`config.mk`:
```
export PLATFORM = sky130hd
export DESIGN_NAME = alu_operand_stage
export DESIGN_NICKNAME = d
export VERILOG_FILES = /design/src/rtl/alu_pkg.sv /design/src/rtl/imm_extender.sv /design/src/rtl/alu_operand_stage.sv
export SDC_FILE = /design/constraint.sdc
export NUM_CORES = 1
export LEC_CHECK = 0
export CAP_MARGIN = 0
export CORE_MARGIN = 8
export CORE_UTILIZATION = 51
export CTS_CLUSTER_DIAMETER = 40
export DETAILED_ROUTE_END_ITERATION = 8
export GPL_ROUTABILITY_DRIVEN = 0
export GPL_TIMING_DRIVEN = 0
export PLACE_DENSITY_LB_ADDON = 0.15
export SETUP_SLACK_MARGIN = 0.15
export SYNTH_ARGS = -nofsm -noshare
export SYNTH_HDL_FRONTEND = slang
export SYNTH_SLANG_ARGS = --single-unit
export TNS_END_PERCENT = 5
```
`constraint.sdc`:
```
create_clock -name clk -period 5.04 [get_ports clk]
set_input_delay 1.008 -clock clk [delete_from_list [all_inputs] [get_ports clk]]
set_output_delay 1.008 -clock clk [all_outputs]
set_load 0.05 [all_outputs]
```
`src/rtl/alu_pkg.sv`:
```
// Shared encodings for the ALU operand-select stage.
// Forward-select codes and skid-buffer occupancy states.
package alu_pkg;

   localparam logic [1:0] FWD_REG   = 2'b00;
   localparam logic [1:0] FWD_EXMEM = 2'b01;
   localparam logic [1:0] FWD_MEMWB = 2'b10;
   localparam logic [1:0] FWD_RSVD  = 2'b11;

   typedef enum logic [1:0] {
      OCC_EMPTY = 2'd0,
      OCC_ONE   = 2'd1,
      OCC_TWO   = 2'd2
   } occ_e;

endpackage

```
`src/rtl/imm_extender.sv`:
```
// Immediate extender: sign- or zero-extends a raw immediate.
// Ports: imm, imm_signed in; ext out. Purely combinational.
module imm_extender #(
   parameter int IMM_WIDTH      = 4,
   parameter int REG_DATA_WIDTH = 16
) (
   input  logic [IMM_WIDTH-1:0]      imm,
   input  logic                      imm_signed,
   output logic [REG_DATA_WIDTH-1:0] ext
);

   generate
      if (IMM_WIDTH == REG_DATA_WIDTH) begin : g_pass
         logic unused_sgn;
         assign unused_sgn = imm_signed;
         assign ext = imm;
      end else begin : g_ext
         logic fill;
         assign fill = imm_signed & imm[IMM_WIDTH-1];
         assign ext = {{(REG_DATA_WIDTH-IMM_WIDTH){fill}}, imm};
      end
   endgenerate

endmodule

```
`src/rtl/alu_operand_stage.sv`:
```
// Registered ALU operand-select stage with forwarding, imm extension
// and a 2-entry skid buffer. Ports: valid/ready in and out, flush,
// rs1/rs2/imm/forward sources in; op_a, op_b, store_data out.
module alu_operand_stage
   import alu_pkg::*;
#(
   parameter int REG_DATA_WIDTH = 16,
   parameter int IMM_WIDTH      = 4
) (
   input  logic                      clk,
   input  logic                      rst,
   input  logic                      in_valid,
   output logic                      in_ready,
   input  logic [REG_DATA_WIDTH-1:0] rs1_data,
   input  logic [REG_DATA_WIDTH-1:0] rs2_data,
   input  logic [IMM_WIDTH-1:0]      imm,
   input  logic                      imm_signed,
   input  logic                      alu_src,
   input  logic [1:0]                fwd_a_sel,
   input  logic [1:0]                fwd_b_sel,
   input  logic [REG_DATA_WIDTH-1:0] exmem_data,
   input  logic [REG_DATA_WIDTH-1:0] memwb_data,
   input  logic                      flush,
   output logic                      out_valid,
   input  logic                      out_ready,
   output logic [REG_DATA_WIDTH-1:0] op_a,
   output logic [REG_DATA_WIDTH-1:0] op_b,
   output logic [REG_DATA_WIDTH-1:0] store_data
);

   typedef struct packed {
      logic [REG_DATA_WIDTH-1:0] a;
      logic [REG_DATA_WIDTH-1:0] b;
      logic [REG_DATA_WIDTH-1:0] sd;
   } opnd_t;

   logic [REG_DATA_WIDTH-1:0] imm_ext;
   logic [REG_DATA_WIDTH-1:0] fwd_a;
   logic [REG_DATA_WIDTH-1:0] fwd_b;
   opnd_t in_bndl;
   opnd_t out_q;
   opnd_t skid_q;

   occ_e state;
   occ_e state_nxt;
   logic in_ready_q;
   logic accept;
   logic xfer;
   logic load_out;
   logic load_skid;
   logic skid_to_out;

   imm_extender #(
      .IMM_WIDTH      (IMM_WIDTH),
      .REG_DATA_WIDTH (REG_DATA_WIDTH)
   ) u_imm_ext (
      .imm        (imm),
      .imm_signed (imm_signed),
      .ext        (imm_ext)
   );

   // FWD_RSVD falls into default and selects the register value.
   always_comb begin
      fwd_a = rs1_data;
      unique case (1'b1)
         (fwd_a_sel == FWD_EXMEM): fwd_a = exmem_data;
         (fwd_a_sel == FWD_MEMWB): fwd_a = memwb_data;
         default:                  fwd_a = rs1_data;
      endcase
   end

   always_comb begin
      fwd_b = rs2_data;
      unique case (1'b1)
         (fwd_b_sel == FWD_EXMEM): fwd_b = exmem_data;
         (fwd_b_sel == FWD_MEMWB): fwd_b = memwb_data;
         default:                  fwd_b = rs2_data;
      endcase
   end

   always_comb begin
      in_bndl    = '0;
      in_bndl.a  = fwd_a;
      in_bndl.b  = alu_src ? imm_ext : fwd_b;
      in_bndl.sd = fwd_b;
   end

   assign accept = in_valid && in_ready_q;
   assign xfer   = out_valid && out_ready;

   always_ff @(posedge clk) begin
      if (!rst) begin
         state      <= OCC_EMPTY;
         in_ready_q <= 1'b1;
      end else begin
         state      <= state_nxt;
         in_ready_q <= (state_nxt != OCC_TWO);
      end
   end

   always_comb begin
      state_nxt = state;
      if (flush) begin
         state_nxt = OCC_EMPTY;
      end else begin
         unique case (state)
            OCC_EMPTY: if (accept) state_nxt = OCC_ONE;
            OCC_ONE: begin
               if (accept && !xfer)
                  state_nxt = OCC_TWO;
               else if (!accept && xfer)
                  state_nxt = OCC_EMPTY;
            end
            OCC_TWO: if (xfer) state_nxt = OCC_ONE;
            default: state_nxt = OCC_EMPTY;
         endcase
      end
   end

   // A flushed cycle loads nothing; held data is left in place.
   always_comb begin
      out_valid   = (state != OCC_EMPTY);
      load_out    = 1'b0;
      load_skid   = 1'b0;
      skid_to_out = 1'b0;
      if (!flush) begin
         unique case (state)
            OCC_EMPTY: load_out = accept;
            OCC_ONE: begin
               load_out  = accept && xfer;
               load_skid = accept && !xfer;
            end
            OCC_TWO: skid_to_out = xfer;
            default: ;
         endcase
      end
   end

   always_ff @(posedge clk) begin
      if (!rst) begin
         out_q  <= '0;
         skid_q <= '0;
      end else begin
         if (load_out)
            out_q <= in_bndl;
         else if (skid_to_out)
            out_q <= skid_q;
         if (load_skid)
            skid_q <= in_bndl;
      end
   end

   assign in_ready   = in_ready_q;
   assign op_a       = out_q.a;
   assign op_b       = out_q.b;
   assign store_data = out_q.sd;

endmodule

```
Word level (Yosys, flattened, before mapping)
Index checks and enable logic that the tools add are counted.
- equal/unequal tests: 7
- mux-type cells: 17
- bitwise operators: 1
- reduce and logical (&&, ||, !) cells: 10
- operator list (cell ; number):
    2-to-1 mux 48 bit ; 2
    case mux 16 bit (2 select lines) ; 2
    2-to-1 mux 16 bit ; 1
    2-to-1 mux 2 bit ; 5
    equality test 2 x 1 -> 1 bit, second input constant ; 3
    equality test 2 bit, second input constant ; 3
    case mux 2 bit (3 select lines) ; 1
    logical AND 1 bit ; 5
    2-to-1 mux 1 bit ; 5
    nonzero test 2 bit ; 2
    logical NOT 1 bit ; 2
    logical NOT 2 bit ; 1
    inequality test 2 bit, second input constant ; 1
    case mux 1 bit (2 select lines) ; 1
    bitwise AND 1 bit ; 1
- output and inout port bits: 50
- register bits: 99
- bits of input ports: 79
- word-level logic and storage cells: 43

Logic depth before layout (Yosys ltp)
- word-level depth: 8
- depth in mapped cells: 8
- mapped depth without buffers: 6

Hierarchy
From an unflattened synthesis, not the netlist that was laid out.
- cell total of the unflattened synthesis: 530
- area, all modules: 4655.7 sq um
- modules (own cells, without submodules) (module ; cells an instance ; area each (sq um) ; seq. area each (sq um) ; instances):
    alu_operand_stage ; 513 ; 4529.3 ; 1981.9 ; 1
    imm_extender ; 17 ; 126.4 ; 0.0 ; 1

Worst setup path after synthesis
OpenSTA, ideal clock, no wires.
- path type: input to register
- from: input port fwd_b_sel[0]
- to: register out_q (netlist bit op_b[10])
- library setup time: 134 ps
- cell stages on the path: 7
- data arrival time: 2190 ps
- path slack: 2716 ps
- data required time: 4906 ps
- buffers on the path: 2
- path through: inv_1 -> ha_1 -> clkbuf_1 -> clkbuf_1 -> a22o_1 -> a221oi_1 -> o22ai_1
- word-level cells in the longest chain between the ends: 4
- elaborated cells between the ends (all ways): 5
- those cells by class: eq/ne: 2; mux: 3
- ends and longest elaborated chain (element ; line ; RTL):
    start, declared ; alu_operand_stage.sv:20 ; input logic [1:0] fwd_b_sel,
    equality test 2 bit / equality test 2 x 1 -> 1 bit (equally long branches) ; alu_operand_stage.sv:76, alu_operand_stage.sv:75 ;
    case mux 16 bit (2 select lines) * ; alu_operand_stage.sv:74 ; unique case (1'b1)
    2-to-1 mux 16 bit * ; alu_operand_stage.sv:84 ; in_bndl.b = alu_src ? imm_ext : fwd_b;
    2-to-1 mux 48 bit * ; alu_operand_stage.sv:144 ; if (load_out)
    end signal, assigned ; alu_operand_stage.sv:145 ; out_q <= in_bndl;
    end signal, assigned ; alu_operand_stage.sv:147 ; out_q <= skid_q;
    end, declared ; alu_operand_stage.sv:41 ; opnd_t out_q;
Mark *: on every way between the ends. The rest lies on a longest branch, timed or not.
A chain may end at the register's enable or synchronous reset.

Final worst setup path
- from: register state[1]
- to: output port out_valid
- word-level cells in the longest chain between the ends: 1
- ends and longest elaborated chain (element ; line ; RTL):
    start, declared ; alu_operand_stage.sv:44 ; occ_e state;
    start signal, assigned ; alu_operand_stage.sv:96 ; state <= state_nxt;
    nonzero test 2 bit ; alu_operand_stage.sv:122 ; out_valid = (state != OCC_EMPTY);
    end, declared ; alu_operand_stage.sv:24 ; output logic out_valid,
No other way between the ends.

==> summary.txt <==
Hold Buf Count CTS: 0
mapped cell area: 0.00444 mm2
Max FO, Critical Path: 7
Distinct cells, synth: 35
Worst setup EP type: primary output
DRT Wirelength: 14,800 um
r2r setup slk: 3.26 ns
cells resized by post-CTS repair: 0
routed vias/inst: 6.23
Port Buffers: 127
number of synthesized flops with an enable pin: 0
total grt overflow: 0
design area: 0.00607 mm2
register area: 0.00198 mm2
Die Y: 109 um
Antenna Nets Post-Route: 0
later-pin clock latency in the skew report: 0.36 ns
Die Width: 109 um
drt initial violations: 293
synthesized area per cell: 9.31 um2
synth cell count leaders: dfxtp_1 (99), o22ai_1 (82), mux2i_1 (60)
CTS tree: built
worst relative slew slack: 0.581
I/O pins: 129
synthesized instance count: 477
dpl ws: 1.87 ns
Max Cap Violations: 0
area of the multi-input gates: 0.00223 mm2
fmax: 351 MHz
setup bufs post-CTS: 0
Synth top area share: 0.446
critical path startpoint category: register
Diodes inserted: 0
clock sink count: 99
starting density of the core: 0.517
Hold Crit Start: skid_q[46]
Async S/R FF share, synth: 0
number of global-route vias before repair: 4,412
Layout Nets: 698
cells on worst reg2reg path: 6
ratio of cells with drive above 1 in the final layout: 0.0630
worst r2r src: state[0]
Core Rows: 34
CTS root buffer: clkbuf_8
final core utilization: 0.706
Die ar.: 0.0120 mm2
clk buf depth: 2
Cell Area, Placed: 0.00585 mm2
CTS buffer count: 9
leakage power: 2.09 nW
Yosys Warn Count: 0
first-pass GRT wire length: 23,000 um
sequential share of the synthesized area: 0.446
Pins Over Slew Limit: 0
initial antenna violation count: 0
drt drc: 0
Setup WS post-layout: 2.19 ns
cell taking the most area after synthesis: dfxtp_1
drt pass-1 iters: 5
status: finished clean
Final Hold Vio Count: 0
filler cell count: 654
Data arrival, critical path: 1.84 ns
# H-tree levels: 3
area grow syn2layout: 36.7%
Wirelength per Cell: 20.4 um
Hold Path Sink: skid_q[46]
hpwl dp: 11,300 um
hold_ws: 0.477 ns
Worst Max-Slew Pin Slew: 0.629 ns
RSZ-0062 raised after global routing: false
Synth Register Bits: 99
clock-pin slew on the worst setup and hold paths: 0.09 ns
setup_tns: 0 ns
Peak VDD IR: 0.191 mV
post-route clock period utilization: 0.566
r2r endpoint: op_a[14]
required time of the worst setup path: 4.03 ns
ys flop type: dfxtp_1
hold path depth: 2
pin count of the biggest net entering global routing: 17
core box area: 0.00859 mm2
# setup viols final: 0
Synth area leaders: dfxtp_1 (45%), mux2i_1 (14%), o22ai_1 (12%), nand2_1 (3.5%), a21oi_1 (3.3%)
Syn Nets: 560
pwr/cell area: 289 mW/mm2
skew final: 0.0129 ns
vias: 4,526
most common cell in the netlist: dfxtp_1
worst hold path class: reg -> reg
Tmin final: 2.85 ns
Crit Path Category: reg -> out
Total Routing Usage GR: 0.243
[cell families (layout without fill, tap and decap cells)]
logic type | after synthesis | after routing | synth area share
compound gates | 183 | 183 | 0.268
xor+xnor | 1 | 1 | 0.00197
fa+ha+maj | 4 | 4 | 0.0113
buf+inv | 51 | 193 | 0.0524
flops | 99 | 99 | 0.446
mux | 60 | 60 | 0.135
simple gates | 79 | 79 | 0.0851
[placed cells by master (no fill, tap or decap), types with 2 or more instances in the layout]
cell type,count
a21oi_1,29
a221oi_1,13
a22o_1,16
a22oi_1,16
buf_2,12
buf_6,3
bufinv_16,2
clkbuf_1,30
clkbuf_8,10
clkdlybuf4s50_1,127
dfxtp_1,99
ha_1,4
inv_1,4
mux2i_1,60
nand2_1,42
nand2b_1,3
nor2_1,20
nor2b_1,4
o21ai_0,19
o21bai_1,3
o22ai_1,82
or2_2,2
[metrics by stage]
stage,std cells,total power [W]
after floorplan,477,0.00104
after global routing,727,0.00181
final,727,0.00175
after global placement,712,0.00119
after detailed placement,712,0.00119
after CTS,727,0.00175
[worst max-delay path, cell delays in order, from the launching register on]
cell and delay, ns:
dfxtp_1 0.53, or2_2 0.18, clkdlybuf4s50_1 0.79
[per-layer routing]
| layer | vias to the layer above | routed length, um | global-route usage | part of all wire |
|---|---|---|---|---|
| li1 | 2075 | - | - | - |
| met1 | 2208 | 5960 | 0.317 | 0.40 |
| met2 | 216 | 7400 | 0.391 | 0.50 |
| met3 | 27 | 1090 | 0.0422 | 0.074 |
| met4 | 0 | 340 | 0.0964 | 0.023 |
| met5 | - | 0 | 0 | 0 |
[power breakdown]
group          internal, W  leakage (nW)  total [W]  switching (W)
Combinational     0.000149          1.18   0.000363       0.000213
Clock             0.000293         0.109   0.000571       0.000277
Sequential        0.000805         0.802   0.000818      0.0000135
Total              0.00125          2.09    0.00175       0.000504
[sequential cells by signal, indices dropped and copies added (netlist names)]
register and flops:
store_data 16, skid_q 48, in_ready 1, op_b 16
state 2, op_a 16
[final cells by class]
type / instances / share of cell area
Multi-Input combinational cell: 327 / 0.367
Clock inverter: 5 / 0.0140
Inverter: 4 / 0.00247
Clock buffer: 10 / 0.0227
Sequential cell: 99 / 0.326
Timing Repair Buffer: 127 / 0.209
Tap cell: 108 / 0.0223
Buffer: 47 / 0.0359
[how the worst max path moves through the flow]
| stage | start | endpoint |
|---|---|---|
| floorplan | fwd_b_sel[0] | op_b[10] |
| global placement | fwd_b_sel[0] | skid_q[12] |
| detailed placement | fwd_b_sel[0] | skid_q[30] |
| CTS | state[1] | out_valid |
| global route | fwd_b_sel[0] | skid_q[30] |
| finish | state[1] | out_valid |
Note: power is estimated with default switching activity, not from simulation.
